File: src/rtl/fir_pkg.sv
// fir_pkg: FSM encoding, pipeline latency and accumulator sizing shared by the
// fir_mem_engine sources.
package fir_pkg;

   typedef enum logic [1:0] {
      IDLE  = 2'd0,
      RUN   = 2'd1,
      DRAIN = 2'd2,
      DONE  = 2'd3
   } state_e;

   // BRAM read, multiply register, adder-tree register
   localparam int PIPE_LAT = 3;

   function automatic int acc_w(input int data_w, input int coef_w, input int taps);
      return data_w + coef_w + $clog2(taps);
   endfunction

endpackage

File: src/rtl/fir_mac_pipe.sv
// fir_mac_pipe: delay line, coefficient bank, multiply stage and adder-tree stage
// with output saturation. A result is valid exactly two clocks after its sample.
module fir_mac_pipe
   import fir_pkg::*;
#(
   parameter int DATA_W    = 8,
   parameter int COEF_W    = 8,
   parameter int COEF_FRAC = 6,
   parameter int TAPS      = 4
) (
   input  logic              clk,
   input  logic              rst_n,
   input  logic              clr,
   input  logic              in_valid,
   input  logic [DATA_W-1:0] in_sample,
   input  logic              coef_we,
   input  logic [3:0]        coef_idx,
   input  logic [COEF_W-1:0] coef_data,
   output logic              out_valid,
   output logic [DATA_W-1:0] out_result,
   output logic              out_sat
);

   localparam int PW = DATA_W + COEF_W;
   localparam int AW = acc_w(DATA_W, COEF_W, TAPS);

   logic [TAPS-1:0][COEF_W-1:0] coef_q, coef_d;
   logic [TAPS-2:0][DATA_W-1:0] dly_q, dly_d;
   logic [TAPS-1:0][DATA_W-1:0] x_vec;
   logic [TAPS-1:0][PW-1:0]     prod_q, prod_d;
   logic signed [AW-1:0]        acc_q, acc_d, acc_sh;
   logic [1:0]                  vld_pipe_q, vld_pipe_d;

   // indices at or above TAPS match no slot and are dropped
   always_comb begin
      coef_d = coef_q;
      for (int k = 0; k < TAPS; k++)
         if (coef_we && int'(coef_idx) == k) coef_d[k] = coef_data;
   end

   always_comb begin
      x_vec[0] = in_sample;
      for (int k = 1; k < TAPS; k++) x_vec[k] = dly_q[k-1];
      dly_d = dly_q;
      if (clr) begin
         dly_d = '0;
      end else if (in_valid) begin
         dly_d[0] = in_sample;
         for (int k = 1; k < TAPS-1; k++) dly_d[k] = dly_q[k-1];
      end
   end

   always_comb begin
      for (int k = 0; k < TAPS; k++)
         prod_d[k] = $signed(PW'($signed(x_vec[k]))) * $signed(PW'($signed(coef_q[k])));
      acc_d = '0;
      for (int k = 0; k < TAPS; k++) acc_d = acc_d + AW'($signed(prod_q[k]));
      vld_pipe_d = {vld_pipe_q[0], in_valid};
   end

   always_ff @(posedge clk) begin
      if (!rst_n) begin
         coef_q     <= '0;
         dly_q      <= '0;
         prod_q     <= '0;
         acc_q      <= '0;
         vld_pipe_q <= '0;
      end else begin
         coef_q     <= coef_d;
         dly_q      <= dly_d;
         prod_q     <= prod_d;
         acc_q      <= acc_d;
         vld_pipe_q <= vld_pipe_d;
      end
   end

   // in range only when every bit above the result sign matches it
   assign acc_sh     = acc_q >>> COEF_FRAC;
   assign out_sat    = !((&acc_sh[AW-1:DATA_W-1]) || !(|acc_sh[AW-1:DATA_W-1]));
   assign out_result = !out_sat   ? acc_sh[DATA_W-1:0] :
                       acc_sh[AW-1] ? {1'b1, {(DATA_W-1){1'b0}}} : {1'b0, {(DATA_W-1){1'b1}}};
   assign out_valid  = vld_pipe_q[1];

endmodule

File: src/rtl/fir_mem_engine.sv
// fir_mem_engine: memory-to-memory FIR, BRAM port A reads, port B writes, 1 sample/clk.
// Optional FIR_PERF_CNT_EN adds a busy-cycle counter on cycle_count.
module fir_mem_engine
   import fir_pkg::*;
#(
   parameter int DATA_W    = 8,
   parameter int COEF_W    = 8,
   parameter int COEF_FRAC = 6,
   parameter int TAPS      = 4,
   parameter int ADDR_W    = 10
) (
   input  logic              clk,
   input  logic              rst_n,
   input  logic              start,
   input  logic [ADDR_W-1:0] in_base,
   input  logic [ADDR_W-1:0] out_base,
   input  logic [ADDR_W-1:0] count,
   input  logic              coef_we,
   input  logic [3:0]        coef_idx,
   input  logic [COEF_W-1:0] coef_data,
   output logic              busy,
   output logic              done,
   output logic              sat_flag,
   output logic [31:0]       cycle_count,
   output logic [ADDR_W-1:0] mem_addr_a,
   input  logic [DATA_W-1:0] mem_dout_a,
   output logic [ADDR_W-1:0] mem_addr_b,
   output logic [DATA_W-1:0] mem_din_b,
   output logic              mem_we_b
);

   state_e            state_q, state_d;
   logic [ADDR_W-1:0] rd_addr_q, rd_addr_d, rd_left_q, rd_left_d;
   logic [ADDR_W-1:0] wr_addr_q, wr_addr_d, wr_left_q, wr_left_d;
   logic              rd_vld_q, rd_vld_d, sat_q, sat_d;
   logic              accept, mac_vld, mac_sat;
   logic [DATA_W-1:0] mac_res;

   assign accept = (state_q == IDLE) && start;

   always_ff @(posedge clk) begin
      if (!rst_n) state_q <= IDLE;
      else        state_q <= state_d;
   end

   always_comb begin
      state_d = state_q;
      case (state_q)
         IDLE:    if (start) state_d = (count == '0) ? DONE : RUN;
         RUN:     if (rd_left_q == ADDR_W'(1)) state_d = DRAIN;
         DRAIN:   if (mac_vld && wr_left_q == ADDR_W'(1)) state_d = DONE;
         DONE:    state_d = IDLE;
         default: state_d = IDLE;
      endcase
   end

   always_comb begin
      busy = 1'b0;
      done = 1'b0;
      case (state_q)
         RUN, DRAIN: busy = 1'b1;
         DONE:       done = 1'b1;
         default:    ;
      endcase
   end

   // read side runs ahead; write side follows the pipeline valid
   always_comb begin
      rd_addr_d = rd_addr_q;
      rd_left_d = rd_left_q;
      wr_addr_d = wr_addr_q;
      wr_left_d = wr_left_q;
      sat_d     = sat_q;
      rd_vld_d  = (state_q == RUN);
      if (accept) begin
         rd_addr_d = in_base;
         rd_left_d = count;
         wr_addr_d = out_base;
         wr_left_d = count;
         sat_d     = 1'b0;
      end
      if (state_q == RUN) begin
         rd_addr_d = rd_addr_q + ADDR_W'(1);
         rd_left_d = rd_left_q - ADDR_W'(1);
      end
      if (mac_vld) begin
         wr_addr_d = wr_addr_q + ADDR_W'(1);
         wr_left_d = wr_left_q - ADDR_W'(1);
         if (mac_sat) sat_d = 1'b1;
      end
   end

   always_ff @(posedge clk) begin
      if (!rst_n) begin
         rd_addr_q <= '0;
         rd_left_q <= '0;
         wr_addr_q <= '0;
         wr_left_q <= '0;
         rd_vld_q  <= 1'b0;
         sat_q     <= 1'b0;
      end else begin
         rd_addr_q <= rd_addr_d;
         rd_left_q <= rd_left_d;
         wr_addr_q <= wr_addr_d;
         wr_left_q <= wr_left_d;
         rd_vld_q  <= rd_vld_d;
         sat_q     <= sat_d;
      end
   end

   fir_mac_pipe #(
      .DATA_W    (DATA_W),
      .COEF_W    (COEF_W),
      .COEF_FRAC (COEF_FRAC),
      .TAPS      (TAPS)
   ) u_mac (
      .clk        (clk),
      .rst_n      (rst_n),
      .clr        (accept),
      .in_valid   (rd_vld_q),
      .in_sample  (mem_dout_a),
      .coef_we    (coef_we && (state_q == IDLE)),
      .coef_idx   (coef_idx),
      .coef_data  (coef_data),
      .out_valid  (mac_vld),
      .out_result (mac_res),
      .out_sat    (mac_sat)
   );

   assign mem_addr_a = rd_addr_q;
   assign mem_addr_b = wr_addr_q;
   assign mem_din_b  = mac_res;
   assign mem_we_b   = mac_vld && busy;
   assign sat_flag   = sat_q;

`ifdef FIR_PERF_CNT_EN
   logic [31:0] cyc_q, cyc_d;

   always_comb begin
      cyc_d = cyc_q;
      if (accept)    cyc_d = '0;
      else if (busy) cyc_d = cyc_q + 32'd1;
   end

   always_ff @(posedge clk) begin
      if (!rst_n) cyc_q <= '0;
      else        cyc_q <= cyc_d;
   end

   assign cycle_count = cyc_q;
`else
   assign cycle_count = 32'd0;
`endif

endmodule

File: config.mk
export PLATFORM = sky130hd
export DESIGN_NAME = fir_mem_engine
export DESIGN_NICKNAME = d
export VERILOG_FILES = /design/src/rtl/fir_pkg.sv /design/src/rtl/fir_mac_pipe.sv /design/src/rtl/fir_mem_engine.sv
export SDC_FILE = /design/constraint.sdc
export NUM_CORES = 1
export LEC_CHECK = 0
export CAP_MARGIN = 5
export CORE_UTILIZATION = 30
export DETAILED_ROUTE_END_ITERATION = 10
export PLACE_DENSITY_LB_ADDON = 0.25
export SYNTH_ARGS = -nofsm -noshare
export SYNTH_HDL_FRONTEND = slang
export SYNTH_HIERARCHICAL = 1
export SYNTH_SLANG_ARGS = --single-unit
File: constraint.sdc
create_clock -name clk -period 15.4 [get_ports clk]
set_clock_uncertainty 0.1 [all_clocks]
set_input_delay 3.08 -clock clk [delete_from_list [all_inputs] [get_ports clk]]
set_output_delay 3.08 -clock clk [all_outputs]
set_load 0.02 [all_outputs]
# Word level (Yosys, flattened, before mapping)
# Index checks and enable logic that the tools add are counted.
[op_classes]
bitwise = 1
n_mux = 19
eq_ne = 11
multipliers = 4
addsub = 7
n_reduce_logical = 20
[ops]
columns = ["operator", "count"]
rows = [
  ["$mux W10", 7],
  ["$mul A8 B8 Y16", 4],
  ["$add A10 B1 Y10 const B", 2],
  ["$eq A10 B1 Y1 const B", 2],
  ["$sub A10 B1 Y10 const B", 2],
  ["$add A17 B16 Y18", 1],
  ["$add A18 B16 Y18", 1],
  ["$add A16 B16 Y17", 1],
  ["$mux W8", 2],
  ["$logic_not A10 Y1", 1],
  ["$eq A4 B3 Y1 const B", 2],
  ["$logic_and A1 B1 Y1", 8],
  ["$mux W2", 4],
  ["$pmux W2 S4", 1],
  ["$mux W1", 5],
  ["$reduce_and A5 Y1", 1],
  ["$reduce_or A5 Y1", 1],
  ["$eq A2 B2 Y1 const B", 2],
  ["$eq A4 B2 Y1 const B", 1],
  ["$logic_not A4 Y1", 1],
  ["$ne A2 B2 Y1 const B", 2],
  ["$reduce_bool A2 Y1", 2],
  ["$reduce_or A2 Y1", 2],
  ["$reduce_and A3 Y1", 1],
  ["6 further kinds", 6],
]
[totals]
word_cells = 82
inputBits = 54
register_bits = 184

# Longest topological paths before layout
# Gate-level depths: netlist (run 1).
[depth]
ltp_word = 5
mapped_depth = 18

# By module
# The synthesis (run 1) kept the hierarchy.
[by_module_without_submodules]
columns = ["mod", "seq_area_each_um2", "n_inst", "area_per_inst_um2", "cells_per_inst"]
rows = [
  ["fir_mac_pipe", 2682.6, 1, 15423.5, 1640],
  ["fir_mem_engine", 880.8, 1, 2743.9, 329],
]

# Least setup slack after synthesis (run 1)
# No wires, ideal clock.
[synth_path]
path_type = "input -> register"
start = "input port mem_dout_a[7]"
end = "register u_mac/prod_q[15] (netlist bit)"
path_slack_ns = 8.277
arrival_time_ns = 6.902
stages = 16
path_buffers = 1
cell_sequence = "clkbuf_1 nand2_1 fa_1 fa_1 inv_1 fa_1 inv_1 fa_1 inv_1 ha_1 inv_1 o21bai_1 a21oi_1 nor2_1 a2111oi_2 mux2_2"
[synth_via]
elab_chain_cells = 1
[synth_lines]
columns = ["element", "line_no", "text"]
rows = [
  ["start: declaration", "fir_mem_engine.sv:26", "input logic [DATA_W-1:0] mem_dout_a,"],
  ["$mul A8 B8 Y16", "fir_mac_pipe.sv:55", "prod_d[k] = $signed(PW'($signed(x_vec[k]))) * $signed(PW'($signed(coef_q[k])));"],
  ["end signal: assignment", "fir_mac_pipe.sv:71", "prod_q <= prod_d;"],
  ["end: declaration", "fir_mac_pipe.sv:30", "logic [TAPS-1:0][PW-1:0] prod_q, prod_d;"],
]
# Every way passes these cells.
# A chain may end at the register's enable or synchronous reset.

# Worst setup path after layout (run 1)
# Ends and elaborated chain as after synthesis.

==> impl_metrics.json, run 1 <==
{
  "n_fill_cell": 6156,
  "regToRegStartpoint": "u_mac/dly_q[7]",
  "dpl.hpwl_mm": 36.1,
  "path_clk_slew_ps": 70,
  "grt_max_degree": 74,
  "worstPathMaxFanout": 9,
  "fin_ws_ps": 8040,
  "routabilityCongestion": 0.818,
  "dieHeight_um": 248,
  "swShare_pct": 34.7,
  "relSlewSlack_pct": 24.3,
  "avgRoutedWirePerCell_um": 16.1,
  "core_area_um2": 59500,
  "syn2layout_area_growth_pct": 11.5,
  "r2r_slack_ps": 10440,
  "synth_cell_types": 74,
  "setup_tns_ps": 0,
  "setup_violations": 0,
  "worst_r2r_endpoint": "u_mac/prod_q[31]",
  "min_to": "u_mac/vld_pipe_q[1]",
  "cts_made_buffers": 17,
  "seq_power_share_pct": 39.9,
  "dpl_cell_area_um2": 19600,
  "hold_ws_ps": 333,
  "critPathArrivalTime_ps": 7590,
  "switching_power_w": 0.000486,
  "ys_seq_elements": 178,
  "cp.required_ps": 15640,
  "htreeDepth": 4,
  "syn_area_per_cell_um2": 9.23,
  "clk_latency_ps": 460,
  "drc": 0,
  "via_per_inst": 4.66,
  "cts_tree": "yes",
  "crit_slowest_cell": "fa_1",
  "grt_pass1_vias": 13900,
  "ys.flop_type": "dfxtp_1",
  "clock-root-buffer": "clkbuf_16",
  "hold_start": "u_mac/vld_pipe_q[0]",
  "async_flop_share_pct": 0,
  "rsz0062_at_grt": "no",
  "drv_slew": 0,
  "postCtsResizedCells": 0,
  "worstMarginPinSlew_ps": 1130,
  "hold_viol": 0,
  "netlist_area_um2": 18200,
  "vias": 13100,
  "ir_drop_v": 0.0000481,
  "worstSetupPathType": "primary input to register",
  "cp-end-kind": "register",
  "grt_pass1_wl_mm": 74.1,
  "postSynthCellCount": 1969,
  "place_ws_ps": 7590,
  "slowest_delay_ps": 670,
  "finalInstanceArea_um2": 20200,
  "drtPass1Iterations": 5,
  "min_path_type": "register to register",
  "crit_buf_inv": 5,
  "synth_edf_count": 0,
  "antennaDiodeCount": 0,
  "drive_above_1_share_pct": 3.35,
  "nets": 2467,
  "hold-path-cell-count": 1,
  "detail-route-antenna-nets": 0,
  "fin_crit_ps": 7360,
  "fmax_mhz": 136,
  "drt_iter0_drc": 627,
  "fin_crit_sh_pct": 47.8,
  "power.internal_w": 0.000916,
  "pin_count": 118,
  "initial_core_util_pct": 30.6,
  "rows": 89,
  "cts_buffer_depth": 2,
  "fp.dieW_um": 248,
  "dieArea_um2": 61500,
  "ys_seq_area_share_pct": 19.6,
  "clock-sinks": 178,
  "cts_hold_buf": 0,
  "drv_cap": 0,
  "wirelength_mm": 45.0,
  "rr_worst_depth": 16,
  "crit_family": "adder cells",
  "power.density_nw_per_um2": 69.2,
  "post_cts_buffers": 0,
  "clockPowerShare_pct": 32.9,
  "grt-ovfl-total": 0,
  "comb_power_share_pct": 27.3,
  "path_cells": "clkdlybuf4s50_1 > nand2_1 > fa_1 > fa_1 > inv_1 > fa_1 > inv_1 > fa_1 > inv_1 > ha_1 > inv_1 > o21bai_1 > a21oi_1 > nor2_1 > a2111oi_2 > mux2_2",
  "grt_usage_pct": 15.4,
  "status": "completed",
  "antenna_found_initial": 0,
  "worst_setup_path_start_kind": "primary input",
  "port_buffers": 85,
  "yosysWarnings": 6,
  "leakage_nw": 9.38
}
## Yosys cell counts (all sizes together), types with 12 or more instances
| master | count | area share [%] |
|---|---|---|
| inv | 340 | 7.0 |
| nor3 | 24 | 0.69 |
| and3 | 15 | 0.52 |
| a21o | 24 | 0.99 |
| nand2 | 113 | 2.3 |
| buf | 47 | 1.8 |
| nor2 | 134 | 2.8 |
| nand3 | 19 | 0.52 |
| xnor2 | 39 | 1.9 |
| a21oi | 64 | 1.8 |
| o21ai | 39 | 1.1 |
| a211oi | 23 | 1.2 |
| and2 | 196 | 6.7 |
| a31oi | 16 | 0.55 |
| nor2b | 34 | 1.2 |
| o21a | 12 | 0.50 |
| fa | 252 | 28 |
| clkbuf | 44 | 0.91 |
| mux2i | 60 | 3.3 |
| nand2b | 20 | 0.69 |
| ha | 142 | 9.8 |
| dfxtp | 178 | 20 |
## sequential cells by signal, indices dropped and copies added (netlist names)
| register | cells |
|---|---|
| u_mac/coef_q | 32 |
| wr_left_q | 10 |
| sat_flag | 1 |
| mem_addr_b | 10 |
| rd_vld_q | 1 |
| mem_addr_a | 10 |
| u_mac/prod_q | 64 |
| u_mac/acc_q | 12 |
| state_q | 2 |
| rd_left_q | 10 |
| u_mac/vld_pipe_q | 2 |
| u_mac/dly_q | 24 |
## power by group through the flow
| stage | Combinational [W] | Clock, W | Sequential (W) |
|---|---|---|---|
| global placement | 0.000376 | 0 | 0.000566 |
| finish | 0.000383 | 0.000461 | 0.000559 |
| detailed placement | 0.000381 | 0 | 0.000568 |
| global route | 0.000422 | 0.000493 | 0.000565 |
| CTS | 0.000383 | 0.000473 | 0.000558 |
| floorplan | 0.000256 | 0 | 0.000562 |
## cells in the final DEF (no fill, tap or decap), types with 60 or more instances in the layout
cell	count
nand2_1	112
a21oi_1	63
dfxtp_1	178
mux2i_1	60
clkdlybuf4s50_1	84
ha_1	142
nor2_1	134
fa_1	252
inv_1	338
and2_1	196
## cells by family (layout without fill, tap and decap cells)
logic type                 after synthesis  in the layout  synth area share [%]
DFF                                    178            178                  19.6
buffers and inverters                  431            463                  9.76
muxes                                   69             69                  3.86
AOI/OAI and AO/OA                      243            243                  9.24
and+or+nand+nor                        608            608                  17.8
xor gates and xnor gates                45             45                  2.17
other                                    1             32                0.0206
adders and majority gates              394            394                  37.5
## metal layers
layer	track usage, %	up-vias	routed length, um	part of all wire [%]
met2	26.9	213	21500	48
met5	0	-	0	0
met1	20.1	6510	21400	47
li1	-	6319	-	-
met4	3.46	0	722	1.6
met3	2.11	38	1460	3.2
## how the worst max path moves through the flow
stage	start	end	slack, ps	cells past startpoint
finish	mem_dout_a[7]	u_mac/prod_q[15]	8040	16
global placement	mem_dout_a[7]	u_mac/prod_q[15]	7590	15
floorplan	mem_dout_a[7]	u_mac/prod_q[15]	8280	16
global route	mem_dout_a[7]	u_mac/prod_q[15]	7780	17
detailed placement	mem_dout_a[7]	u_mac/prod_q[15]	7590	16
CTS	mem_dout_a[7]	u_mac/prod_q[15]	8080	16
## area by class of cell
cell class                 instances  area, um2  share of cell area, %
clock buffer                      20        447                   2.21
multi-input combinational       1391      12900                   63.9
timing repair buffer              91        891                   4.40
tap                              773        967                   4.78
clock inverter                    12        158                  0.779
inverter                         340       1280                   6.30
sequential                       178       3560                   17.6
## per-stage QoR
step                      total power [W]  utilization [%]  std cells
after CTS                         0.00141             34.1       2805
final                             0.00140             34.1       2805
after detailed placement         0.000949             33.0       2773
after global placement           0.000942             33.0       2773
after global routing              0.00148             34.1       2805
after floorplan                  0.000818                -       2000
No activity file was read; power rests on OpenSTA's default activity.
==> inputs of run 2 (changes only) <==
==> constraint.sdc (replaced) <==
create_clock -name clk -period 6.2 [get_ports clk]
set_clock_uncertainty 0.1 [all_clocks]
set_input_delay 1.24 -clock clk [delete_from_list [all_inputs] [get_ports clk]]
set_output_delay 1.24 -clock clk [all_outputs]
set_load 0.02 [all_outputs]
==> impl_metrics.json, run 2 (synthesis gave the netlist of run 1 again) <==
{
  "vias": 13100,
  "crit_buf_inv": 5,
  "cp.required_ps": 6440,
  "crit_family": "adder cells",
  "fmax_mhz": 179,
  "setup_violations": 0,
  "syn2layout_area_growth_pct": 11.3,
  "grtUsageMet3_pct": 1.77,
  "layout_common_cells": "inv_1 (338), fa_1 (252), and2_1 (196), dfxtp_1 (178), ha_1 (142)",
  "cts_tree": "yes",
  "dpl.hpwl_mm": 36.5,
  "postCtsResizedCells": 0,
  "final_common_cell": "inv_1",
  "grt_max_degree": 40,
  "dpl_cell_area_um2": 19700,
  "reg_top3": "u_mac/prod_q: 64 flops, u_mac/coef_q: 32 flops, u_mac/dly_q: 24 flops",
  "drt_iter0_drc": 630,
  "crit_slowest_cell": "fa_1",
  "grt-ovfl-total": 0,
  "worstMarginPinSlew_ps": 1120,
  "rsz0062_at_grt": "no",
  "grt_usage_pct": 15.3,
  "wirelength_mm": 45.1,
  "drv_slew": 0,
  "critPathArrivalTime_ps": 5810,
  "clock-root-buffer": "clkbuf_16",
  "grt_most_used_layer": "met2",
  "path_clk_slew_ps": 70,
  "worst_setup_path_start_kind": "primary input",
  "grt_pass1_wl_mm": 73.4,
  "via_per_inst": 4.66,
  "routabilityCongestion": 0.810,
  "dieArea_um2": 61500,
  "grt.met2_usage_pct": 26.6,
  "drv_cap": 0,
  "min_path_type": "register to register",
  "status": "completed",
  "cts_made_buffers": 17,
  "largest-register": "u_mac/prod_q",
  "pin_count": 118,
  "rows": 89,
  "drtPass1Iterations": 6,
  "antenna_found_initial": 0,
  "relSlewSlack_pct": 25.0,
  "fp.dieW_um": 248,
  "path_cells": "clkdlybuf4s50_1 > nand2_1 > fa_1 > fa_1 > inv_1 > fa_1 > inv_1 > fa_1 > inv_1 > ha_1 > inv_1 > o21bai_1 > a21oi_1 > nor2_1 > a2111oi_2 > mux2_2",
  "nets": 2469,
  "drive_above_1_share_pct": 3.44,
  "core_area_um2": 59500,
  "hold_viol": 0,
  "finalInstanceArea_um2": 20200,
  "setup_tns_ps": 0,
  "detail-route-antenna-nets": 0,
  "clock-sinks": 178,
  "largest_register_ffs": 64,
  "ir_drop_v": 0.000159,
  "avgRoutedWirePerCell_um": 16.1,
  "antennaDiodeCount": 0,
  "cts_buffer_depth": 2,
  "cts_hold_buf": 0,
  "leakage_nw": 9.38,
  "htreeDepth": 4,
  "worstSetupPathType": "primary input to register",
  "drc": 0,
  "dieHeight_um": 248,
  "fin_crit_sh_pct": 89.9,
  "initial_core_util_pct": 30.6,
  "worstPathMaxFanout": 9,
  "use_met1_pct": 20.4,
  "cp-end-kind": "register",
  "post_cts_buffers": 0,
  "slowest_delay_ps": 670,
  "port_buffers": 85,
  "power.density_nw_per_um2": 168,
  "clk_latency_ps": 460,
  "grt_pass1_vias": 13500,
  "fin_crit_ps": 5570
}
## run 2: changes by cell type in the layout (fill, tap and decap cells not counted), moves of 2 or more
| cell | change |
|---|---|
| buf_4 | +2 |
| clkinvlp_4 | -3 |
| bufinv_16 | -2 |
| inv_6 | +4 |
## run 2: metal layers
metal / vias to the layer above / wire length [um]
met5: - / 0
met4: 0 / 595
met3: 38 / 1380
met2: 234 / 21700
met1: 6483 / 21500
li1: 6321 / -
## run 2: worst paths after layout
| kind | from | endpoint | slack, ps | cells past startpoint |
|---|---|---|---|---|
| max | mem_dout_a[7] | u_mac/prod_q[15] | 630 | 16 |
| min | u_mac/vld_pipe_q[0] | u_mac/vld_pipe_q[1] | 340 | 1 |
| max reg2reg | u_mac/coef_q[12] | u_mac/prod_q[31] | 1240 | 16 |
| min reg2reg | u_mac/vld_pipe_q[0] | u_mac/vld_pipe_q[1] | 340 | 1 |
## run 2: report_power, final
part           switching [W]  total (W)  internal, W
registers           0.000143    0.00139      0.00124
clock network       0.000510    0.00107     0.000559
logic               0.000558   0.000944     0.000386
total                0.00121    0.00340      0.00219
## run 2: final cells by class
class | instances | area (um2)
fillers | 6201 | 39200
multi-input cells | 1391 | 12900
flip-flops and latches | 178 | 3560
inverters | 340 | 1280
well taps | 773 | 967
repair buffers | 93 | 906
clock buffers | 19 | 433
clock inverters | 13 | 124
## run 2: worst reg2reg max path, delay by kind of cell, from the launching register on
family / cells / cell delay, ps
buffers and inverters: 5 / 380
and+or+nand+nor: 2 / 330
muxes: 1 / 390
AOI/OAI and AO/OA: 3 / 630
DFF: 1 / 430
adders and majority gates: 5 / 2580
## run 2: per-stage QoR
stage | setup slack (ps) | hold WS [ps] | power (W) | std cells | utilization, %
CTS | 654 | 340 | 0.00343 | 2807 | 34.0
global route | 400 | 376 | 0.00361 | 2807 | 34.0
floorplan | 917 | 312 | 0.00203 | 2000 | -
detailed placement | 167 | 324 | 0.00235 | 2775 | 33.1
global placement | 257 | 316 | 0.00234 | 2775 | 33.1
finish | 626 | 338 | 0.00340 | 2807 | 34.0
==> inputs of run 3 (changes only) <==
--- a/config.mk
+++ b/config.mk
@@ -8,6 +8,7 @@
 export CAP_MARGIN = 5
 export CORE_UTILIZATION = 30
 export DETAILED_ROUTE_END_ITERATION = 10
+export GPL_ROUTABILITY_DRIVEN = 0
 export PLACE_DENSITY_LB_ADDON = 0.25
 export SYNTH_ARGS = -nofsm -noshare
 export SYNTH_HDL_FRONTEND = slang
==> results of run 3 <==
Final layout, timing and power as in run 2 (identical DEF).
